[config.mk]
export PLATFORM = sky130hd
export DESIGN_NAME = cache_mem_arbiter
export DESIGN_NICKNAME = d
export VERILOG_FILES = /design/src/rtl/cache_mem_arbiter.sv
export SDC_FILE = /design/constraint.sdc
export NUM_CORES = 1
export LEC_CHECK = 0
export BUFFER_PORTS_ARGS = -buffer_cell sky130_fd_sc_hd__buf_2
export CAP_MARGIN = 20
export CORE_UTILIZATION = 35
export CTS_CLUSTER_DIAMETER = 40
export DETAILED_ROUTE_END_ITERATION = 16
export PLACE_DENSITY = 0.81
export SYNTH_ARGS = -nofsm -noshare
export SYNTH_HDL_FRONTEND = slang
export SYNTH_SLANG_ARGS = --single-unit
[constraint.sdc]
create_clock -name clk -period 3.2 [get_ports clk]
set_clock_uncertainty 0.1 [all_clocks]
set_input_delay 0.16 -clock clk [delete_from_list [all_inputs] [get_ports clk]]
set_output_delay 0.16 -clock clk [all_outputs]
set_load 0.005 [all_outputs]
[src/rtl/cache_mem_arbiter.sv]
// Shares one pipelined main memory between the I-cache and D-cache, routing read returns to the issuer.
// Build option: define ARB_ROUND_ROBIN_EN to alternate the winner of simultaneous IDLE requests.
module cache_mem_arbiter #(
    parameter int MEM_LATENCY = 4,
    parameter int ADDR_W      = 16,
    parameter int DATA_W      = 16
) (
    input  logic              clk,
    input  logic              rst,
    input  logic              icache_MemRead,
    input  logic [ADDR_W-1:0] icache_mem_addr,
    output logic              icache_grant,
    output logic              icache_MemDataValid,
    output logic [DATA_W-1:0] icache_mem_read_data,
    input  logic              dcache_MemRead,
    input  logic              dcache_MemWrite,
    input  logic [ADDR_W-1:0] dcache_mem_addr,
    input  logic [DATA_W-1:0] dcache_mem_write_data,
    output logic              dcache_grant,
    output logic              dcache_MemDataValid,
    output logic [DATA_W-1:0] dcache_mem_read_data,
    output logic              mem_enable,
    output logic              mem_wr,
    output logic [ADDR_W-1:0] mem_addr,
    output logic [DATA_W-1:0] mem_data_in,
    input  logic              mem_data_valid,
    input  logic [DATA_W-1:0] mem_data_out
);

    localparam int CNT_W = $clog2(MEM_LATENCY + 1);
    localparam logic [CNT_W-1:0] CNT_FULL = CNT_W'(MEM_LATENCY);

    typedef enum logic [1:0] {IDLE, I_GRANT, D_GRANT, DRAIN} state_t;
    typedef enum logic [1:0] {OWN_NONE, OWN_I, OWN_D} owner_t;

    state_t           state_reg, state_next;
    owner_t           owner_reg, owner_next;
    logic [CNT_W-1:0] cnt_reg, cnt_next;
    owner_t           cur_owner, tie_winner;
    logic             d_req, i_req, owner_req, full, issue, read_issue, ret_valid;

`ifdef ARB_ROUND_ROBIN_EN
    logic last_i_reg, last_i_next;
    assign tie_winner  = last_i_reg ? OWN_D : OWN_I;
    assign last_i_next = (state_reg == IDLE && cur_owner != OWN_NONE) ? (cur_owner == OWN_I) : last_i_reg;
`else
    assign tie_winner = OWN_D;
`endif

    assign d_req = dcache_MemRead | dcache_MemWrite;
    assign i_req = icache_MemRead;
    assign full  = (cnt_reg == CNT_FULL);

    // In IDLE the arbitration winner is treated as owner in the same cycle (zero-latency grant).
    always_comb begin
        cur_owner = OWN_NONE;
        unique case (state_reg)
            IDLE: begin
                if (d_req && i_req) cur_owner = tie_winner;
                else if (d_req)     cur_owner = OWN_D;
                else if (i_req)     cur_owner = OWN_I;
            end
            I_GRANT: cur_owner = OWN_I;
            D_GRANT: cur_owner = OWN_D;
            default: cur_owner = OWN_NONE;
        endcase
    end

    assign owner_req  = (cur_owner == OWN_D) ? d_req : ((cur_owner == OWN_I) ? i_req : 1'b0);
    assign issue      = owner_req & ~full & ~rst;
    assign read_issue = issue & ~mem_wr;

    assign icache_grant = issue & (cur_owner == OWN_I);
    assign dcache_grant = issue & (cur_owner == OWN_D);
    assign mem_enable   = issue;
    assign mem_wr       = dcache_grant & dcache_MemWrite;
    assign mem_addr     = dcache_grant ? dcache_mem_addr : (icache_grant ? icache_mem_addr : '0);
    assign mem_data_in  = dcache_grant ? dcache_mem_write_data : '0;

    // Returns with nothing outstanding (stale after reset, or spurious) are dropped.
    assign ret_valid            = mem_data_valid & (cnt_reg != '0) & ~rst;
    assign icache_MemDataValid  = ret_valid & (owner_reg == OWN_I);
    assign dcache_MemDataValid  = ret_valid & (owner_reg == OWN_D);
    assign icache_mem_read_data = mem_data_out;
    assign dcache_mem_read_data = mem_data_out;

    always_comb begin
        cnt_next = cnt_reg;
        if (read_issue && !ret_valid)      cnt_next = cnt_reg + CNT_W'(1);
        else if (!read_issue && ret_valid) cnt_next = cnt_reg - CNT_W'(1);
    end

    // Release decisions use the post-update count so a return landing in the release cycle is not missed.
    always_comb begin
        state_next = state_reg;
        owner_next = owner_reg;
        unique case (state_reg)
            IDLE: begin
                if (cur_owner != OWN_NONE) begin
                    state_next = (cur_owner == OWN_I) ? I_GRANT : D_GRANT;
                    owner_next = cur_owner;
                end
            end
            I_GRANT, D_GRANT: begin
                if (!owner_req) begin
                    if (cnt_next == '0) begin
                        state_next = IDLE;
                        owner_next = OWN_NONE;
                    end else begin
                        state_next = DRAIN;
                    end
                end
            end
            default: begin
                if (cnt_next == '0) begin
                    state_next = IDLE;
                    owner_next = OWN_NONE;
                end
            end
        endcase
    end

    always_ff @(posedge clk) begin
        if (rst) begin
            state_reg  <= IDLE;
            owner_reg  <= OWN_NONE;
            cnt_reg    <= '0;
`ifdef ARB_ROUND_ROBIN_EN
            last_i_reg <= 1'b1;
`endif
        end else begin
            state_reg  <= state_next;
            owner_reg  <= owner_next;
            cnt_reg    <= cnt_next;
`ifdef ARB_ROUND_ROBIN_EN
            last_i_reg <= last_i_next;
`endif
        end
    end

endmodule

Word-level counts from Yosys, hierarchy flattened
Cells that the tools add are included.
W data, S select, Z words.
{ "classes": {"n_mux": 21, "add_sub_neg": 2, "n_bitwise": 14, "n_eq_ne": 9, "reduce_logical": 13} }
{ "op_table": {"columns": ["operator", "n"], "rows": [
  ["$mux W16", 3],
  ["$mux W2", 10],
  ["$and A1 B1 Y1", 10],
  ["$pmux W2 S2", 2],
  ["$eq A2 B1 Y1 const B", 3],
  ["$eq A2 B2 Y1 const B", 3],
  ["$mux W3", 2],
  ["$pmux W2 S3", 1],
  ["$reduce_bool A3 Y1", 2],
  ["$ne A2 B2 Y1 const B", 2],
  ["$add A3 B1 Y3 const B", 1],
  ["$eq A3 B3 Y1 const B", 1],
  ["$logic_and A1 B1 Y1", 3],
  ["$logic_not A3 Y1", 1],
  ["$mux W1", 3],
  ["$not A1 Y1", 3],
  ["$reduce_and A3 Y1", 1],
  ["$sub A3 B1 Y3 const B", 1],
  ["$logic_not A1 Y1", 2],
  ["$logic_not A2 Y1", 1],
  ["$reduce_and A2 Y1", 1],
  ["$reduce_bool A2 Y1", 1],
  ["$reduce_or A2 Y1", 1],
  ["$or A1 B1 Y1", 1]
]} }
{ "totals": {"out_inout_bits": 70, "wordCells": 62, "input_bits": 70, "register_bits": 7} }

Logic depth before layout (Yosys ltp)
{ "depth": {"ltp_word": 21, "ltp_mapped": 11, "depth_no_buf": 9} }

Worst setup path before layout
OpenSTA, ideal clock, no wires.
{ "synth_timing": {"kind": "register -> register", "start": "register state_reg[1]", "end": "register state_reg[1]", "setup_slack_ps": 685, "t_arrival_ps": 2342, "path_buffers": 2, "synth_period_minus_slack_ps": 2515, "setup_time_ps": 73, "stages_incl_launch_ff": 12, "required_time_ps": 3027, "cell_sequence": "dfxtp_1 buf_6 inv_1 ha_1 or2_2 a31oi_1 and2_1 buf_6 mux2i_1 o31ai_4 a2111o_1 o211ai_2"} }
{ "synth_via": {"elab_chain_len": 19, "elab_cells_between_ends": 31, "cone_classes": "6 x eq/ne; 10 x mux; 6 x bitwise; 9 x reduce/logical"} }
{ "synth_rtl": {"columns": ["element", "line", "source"], "rows": [
  ["start: declaration", "36", "state_t state_reg, state_next;"],
  ["start signal: assignment", "132", "state_reg <= state_next;"],
  ["$eq A2 B2 Y1, or another cell as far along", "57, 97", null],
  ["$pmux W2 S3", "57", "unique case (state_reg)"],
  ["$eq A2 B1 Y1", "69, 100", null],
  ["$mux W1 (2 in a row)", "69", "assign owner_req = (cur_owner == OWN_D) ? d_req : ((cur_owner == OWN_I) ? i_req : 1'b0);"],
  ["$and A1 B1 Y1 (2 in a row)", "70", "assign issue = owner_req & ~full & ~rst;"],
  ["$and A1 B1 Y1", "74", "assign dcache_grant = issue & (cur_owner == OWN_D);"],
  ["$and A1 B1 Y1", "76", "assign mem_wr = dcache_grant & dcache_MemWrite;"],
  ["$not A1 Y1", "71", "assign read_issue = issue & ~mem_wr;"],
  ["$and A1 B1 Y1", "71", null],
  ["$logic_not A1 Y1", "90", "else if (!read_issue && ret_valid) cnt_next = cnt_reg - CNT_W'(1);"],
  ["$logic_and A1 B1 Y1", "90", null],
  ["$mux W3", "90", null],
  ["$mux W3", "89", "if (read_issue && !ret_valid) cnt_next = cnt_reg + CNT_W'(1);"],
  ["$logic_not A3 Y1", "106, 115", null],
  ["$mux W2", "106", "if (cnt_next == '0) begin"],
  ["$mux W2", "105", "if (!owner_req) begin"],
  ["$pmux W2 S2", "97", "unique case (state_reg)"]
]} }
Several ways; a longest one is shown, not always the timed one. The select of a mux whose other input is x is not followed.
A chain may end at the register's enable or synchronous reset.

Worst setup path in the final report
{ "layout_timing": {"start": "register state_reg[0]", "end": "register state_reg[0]"} }
Same word-level chain as after synthesis.

==> results.sh <==
export IMPL_setup_viol=0
export IMPL_initial_core_util_pct=37.91
export IMPL_r2r_cells=9
export IMPL_placed_cells=272
export IMPL_detail_route_vias_per_cell=5.091
export IMPL_yosys_top_cells_area="buf_4 (19%), a22o_1 (11%), dfxtp_1 (11%)"
export IMPL_io_pins=140
export IMPL_largest_register_ffs=3
export IMPL_final_area_um2=1617
export IMPL_stdcell_count=276
export IMPL_max_stage_delay_ns=0.42
export IMPL_syn_to_final_growth_pct=23.87
export IMPL_synthAdderAreaFrac_pct=4.794
export IMPL_crit_buf_inv=1
export IMPL_async_flop_share_pct=0
export IMPL_cts_buffers=3
export IMPL_cp_start_kind="flop"
export IMPL_cpLargestDelayFamily="compound AO/OA/AOI/OAI gates"
export IMPL_setup_tns_ns=0
export IMPL_fmax_mhz=361.7
export IMPL_syn_nets=246
export IMPL_synth_edf_count=0
export IMPL_drv_slew=0
export IMPL_ys_warn_count=0
export IMPL_nNetsFinal=306
export IMPL_synth_xor_area_share_pct=2.013
export IMPL_p_total_mw=1.123
export IMPL_r2r_start="state_reg[0]"
export IMPL_finalCritPeriodShare_pct=86.40
export IMPL_crit_path_cell_trace="inv_1, ha_1, or2_2, a31oi_1, and2_1, mux2i_1, o31ai_4, a2111o_1, o21ai_1"
export IMPL_grt_max_degree=35
export IMPL_synth_compound_area_share_pct=31.45
export IMPL_route_detailed_drc=0
export IMPL_synthMuxAreaShare_pct=1.534
export IMPL_hold_viol=0
export IMPL_synth_main_ff_cell="dfxtp_1"
export IMPL_cts_sinks=7
export IMPL_worstPathArrival_ns=2.83
export IMPL_htreeDepth=1
export IMPL_place_ws_ns=0.4294
export IMPL_gp_congestion=0.8151
export IMPL_ir_worst_vdd_mv=0.3525
export IMPL_fin_util_pct=46.96
export IMPL_netlist_area_um2=1305
export IMPL_root_buffer="clkbuf_8"
export IMPL_yosysSeqAreaShare_pct=10.74
export IMPL_wl_um=3777
export IMPL_yosysTopAreaCell="buf_4"
export IMPL_drtIter0Drc=44
export IMPL_grt_pass1_wl_um=6009
export IMPL_synthTopCellsByCount="buf_4 (33), and2_1 (19), a22o_1 (16)"
export IMPL_antenna_left=0
export IMPL_crit_slowest_cell="a2111o_1"
export IMPL_syn_inst=171
export IMPL_core_area_um2=3442
export IMPL_dieArea_um2=3977
export IMPL_crit_fanout=10
export IMPL_worstPathRequired_ns=3.26
export IMPL_hold_path_endpoint="cnt_reg[0]"
export IMPL_antenna_found_initial=0
export IMPL_synth_top_area_share_pct=18.98
export IMPL_p_leak_nw=0.8574
export IMPL_synth_most_common_cell="buf_4"
export IMPL_synth_seq_cells=7
export IMPL_powerDensity_nw_per_um2=694.5
export IMPL_path_clk_slew_ns=0.04
export IMPL_hold_depth=2
export IMPL_drt_first_pass_iters=4
export IMPL_yosys_area_share_simple_pct=25.22
export IMPL_io_buffers=91
export IMPL_hold_path_class="primary input to flop"
export IMPL_ys_types=48
export IMPL_grt_pass1_vias=1294
export IMPL_avgSynthCellArea_um2=7.632
export IMPL_cap_violations=0
export IMPL_synth_top_family_by_area="compound AO/OA/AOI/OAI gates"
export IMPL_critical_path_class="flop to flop"
export IMPL_endpoint_kind="flop"
export IMPL_r2r_end="state_reg[0]"
export IMPL_fin_ws_ns=0.4351
export IMPL_holdWs_ns=0.1307
export IMPL_drive_above_1_share_pct=46.96
export IMPL_cts_setup_buffers=0
export IMPL_grt_overflow_total=0
export IMPL_relSlewSlack_pct=64.42
export IMPL_fill_cells=353
export IMPL_dpl_hpwl_um=3019
export IMPL_ctsResizeCount=0
export IMPL_cts_tree="done"
export IMPL_cts_buffer_depth=2
export IMPL_hold_start="rst"
export IMPL_wire_per_inst_um=13.68
export IMPL_die_x_um=63.06
export IMPL_grt_setup_unrepaired="false"
export IMPL_place_area_um2=1572
export IMPL_rows=21
export IMPL_clk_latency_ns=0.24
export IMPL_die_h_um=63.06
export IMPL_max_slew_worst_pin_slew_ns=0.5337
export IMPL_min_period_ns=2.765
export IMPL_grtUsageTotal_pct=18.72
export IMPL_antenna_cells=0
export IMPL_r2r_slack_ns=0.44
export IMPL_num_vias=1405
export IMPL_status="finished clean"
export IMPL_cts_hold_buf=0
## area by class of cell
type	count	area, um^2	area share (%)
well taps	46	57.56	3.560
repair buffers	96	493.0	30.50
inverters	6	22.52	1.393
flip-flops and latches	7	140.1	8.669
clock buffers	4	45.04	2.786
multi-input cells	117	858.3	53.10
## metal layers
layer  up-vias  GRT usage, %  share of wire, %
met5         -             0                 0
met4         0         9.302               2.1
met3         7         5.072                10
met2        73         33.74                50
met1       624         19.76                38
li1        701             -                 -
## report_power, final
group	internal (mW)	switching (mW)
Clock	0.0865	0.0423
Combinational	0.397	0.455
Sequential	0.118	0.0246
## worst reg2reg max path, stage by stage (launching register included)
cell	delay [ns]
dfxtp_1	0.33
inv_1	0.09
ha_1	0.32
or2_2	0.32
a31oi_1	0.19
and2_1	0.33
mux2i_1	0.33
o31ai_4	0.12
a2111o_1	0.42
o21ai_1	0.15
## cell usage in the layout, fill, tap and decap left out, drive strengths merged, types with 3 or more instances in the layout
cell type | Yosys | routed
inv | 6 | 6
buf | 36 | 96
a21oi | 7 | 7
clkbuf | 5 | 4
nor2 | 10 | 10
nand2 | 6 | 6
ha | 5 | 5
o21ai | 3 | 3
xnor2 | 3 | 3
o211ai | 3 | 3
dfxtp | 7 | 7
a22o | 16 | 16
nand2b | 3 | 3
and2 | 19 | 19
nor2b | 5 | 5
## worst max-delay path by stage
stage                   endpoint  slack, ns  cells after the start    startpoint
global route        state_reg[0]       0.28                      9  state_reg[0]
floorplan           state_reg[1]       0.68                     11  state_reg[1]
detailed placement  state_reg[0]       0.43                      9  state_reg[0]
global placement    state_reg[1]       0.59                      9  state_reg[0]
finish              state_reg[0]       0.44                      9  state_reg[0]
CTS                 state_reg[0]       0.43                      9  state_reg[0]
## logic make-up (layout without fill, tap and decap cells)
logic type | count (synthesis) | after routing
multiplexers | 2 | 2
XOR/XNOR | 3 | 3
AO/OA/AOI/OAI | 50 | 50
flip-flops | 7 | 7
buffers and inverters | 47 | 106
adder cells (fa/ha/maj) | 5 | 5
AND/OR/NAND/NOR | 57 | 57
Power figures use the tool's default switching activity.
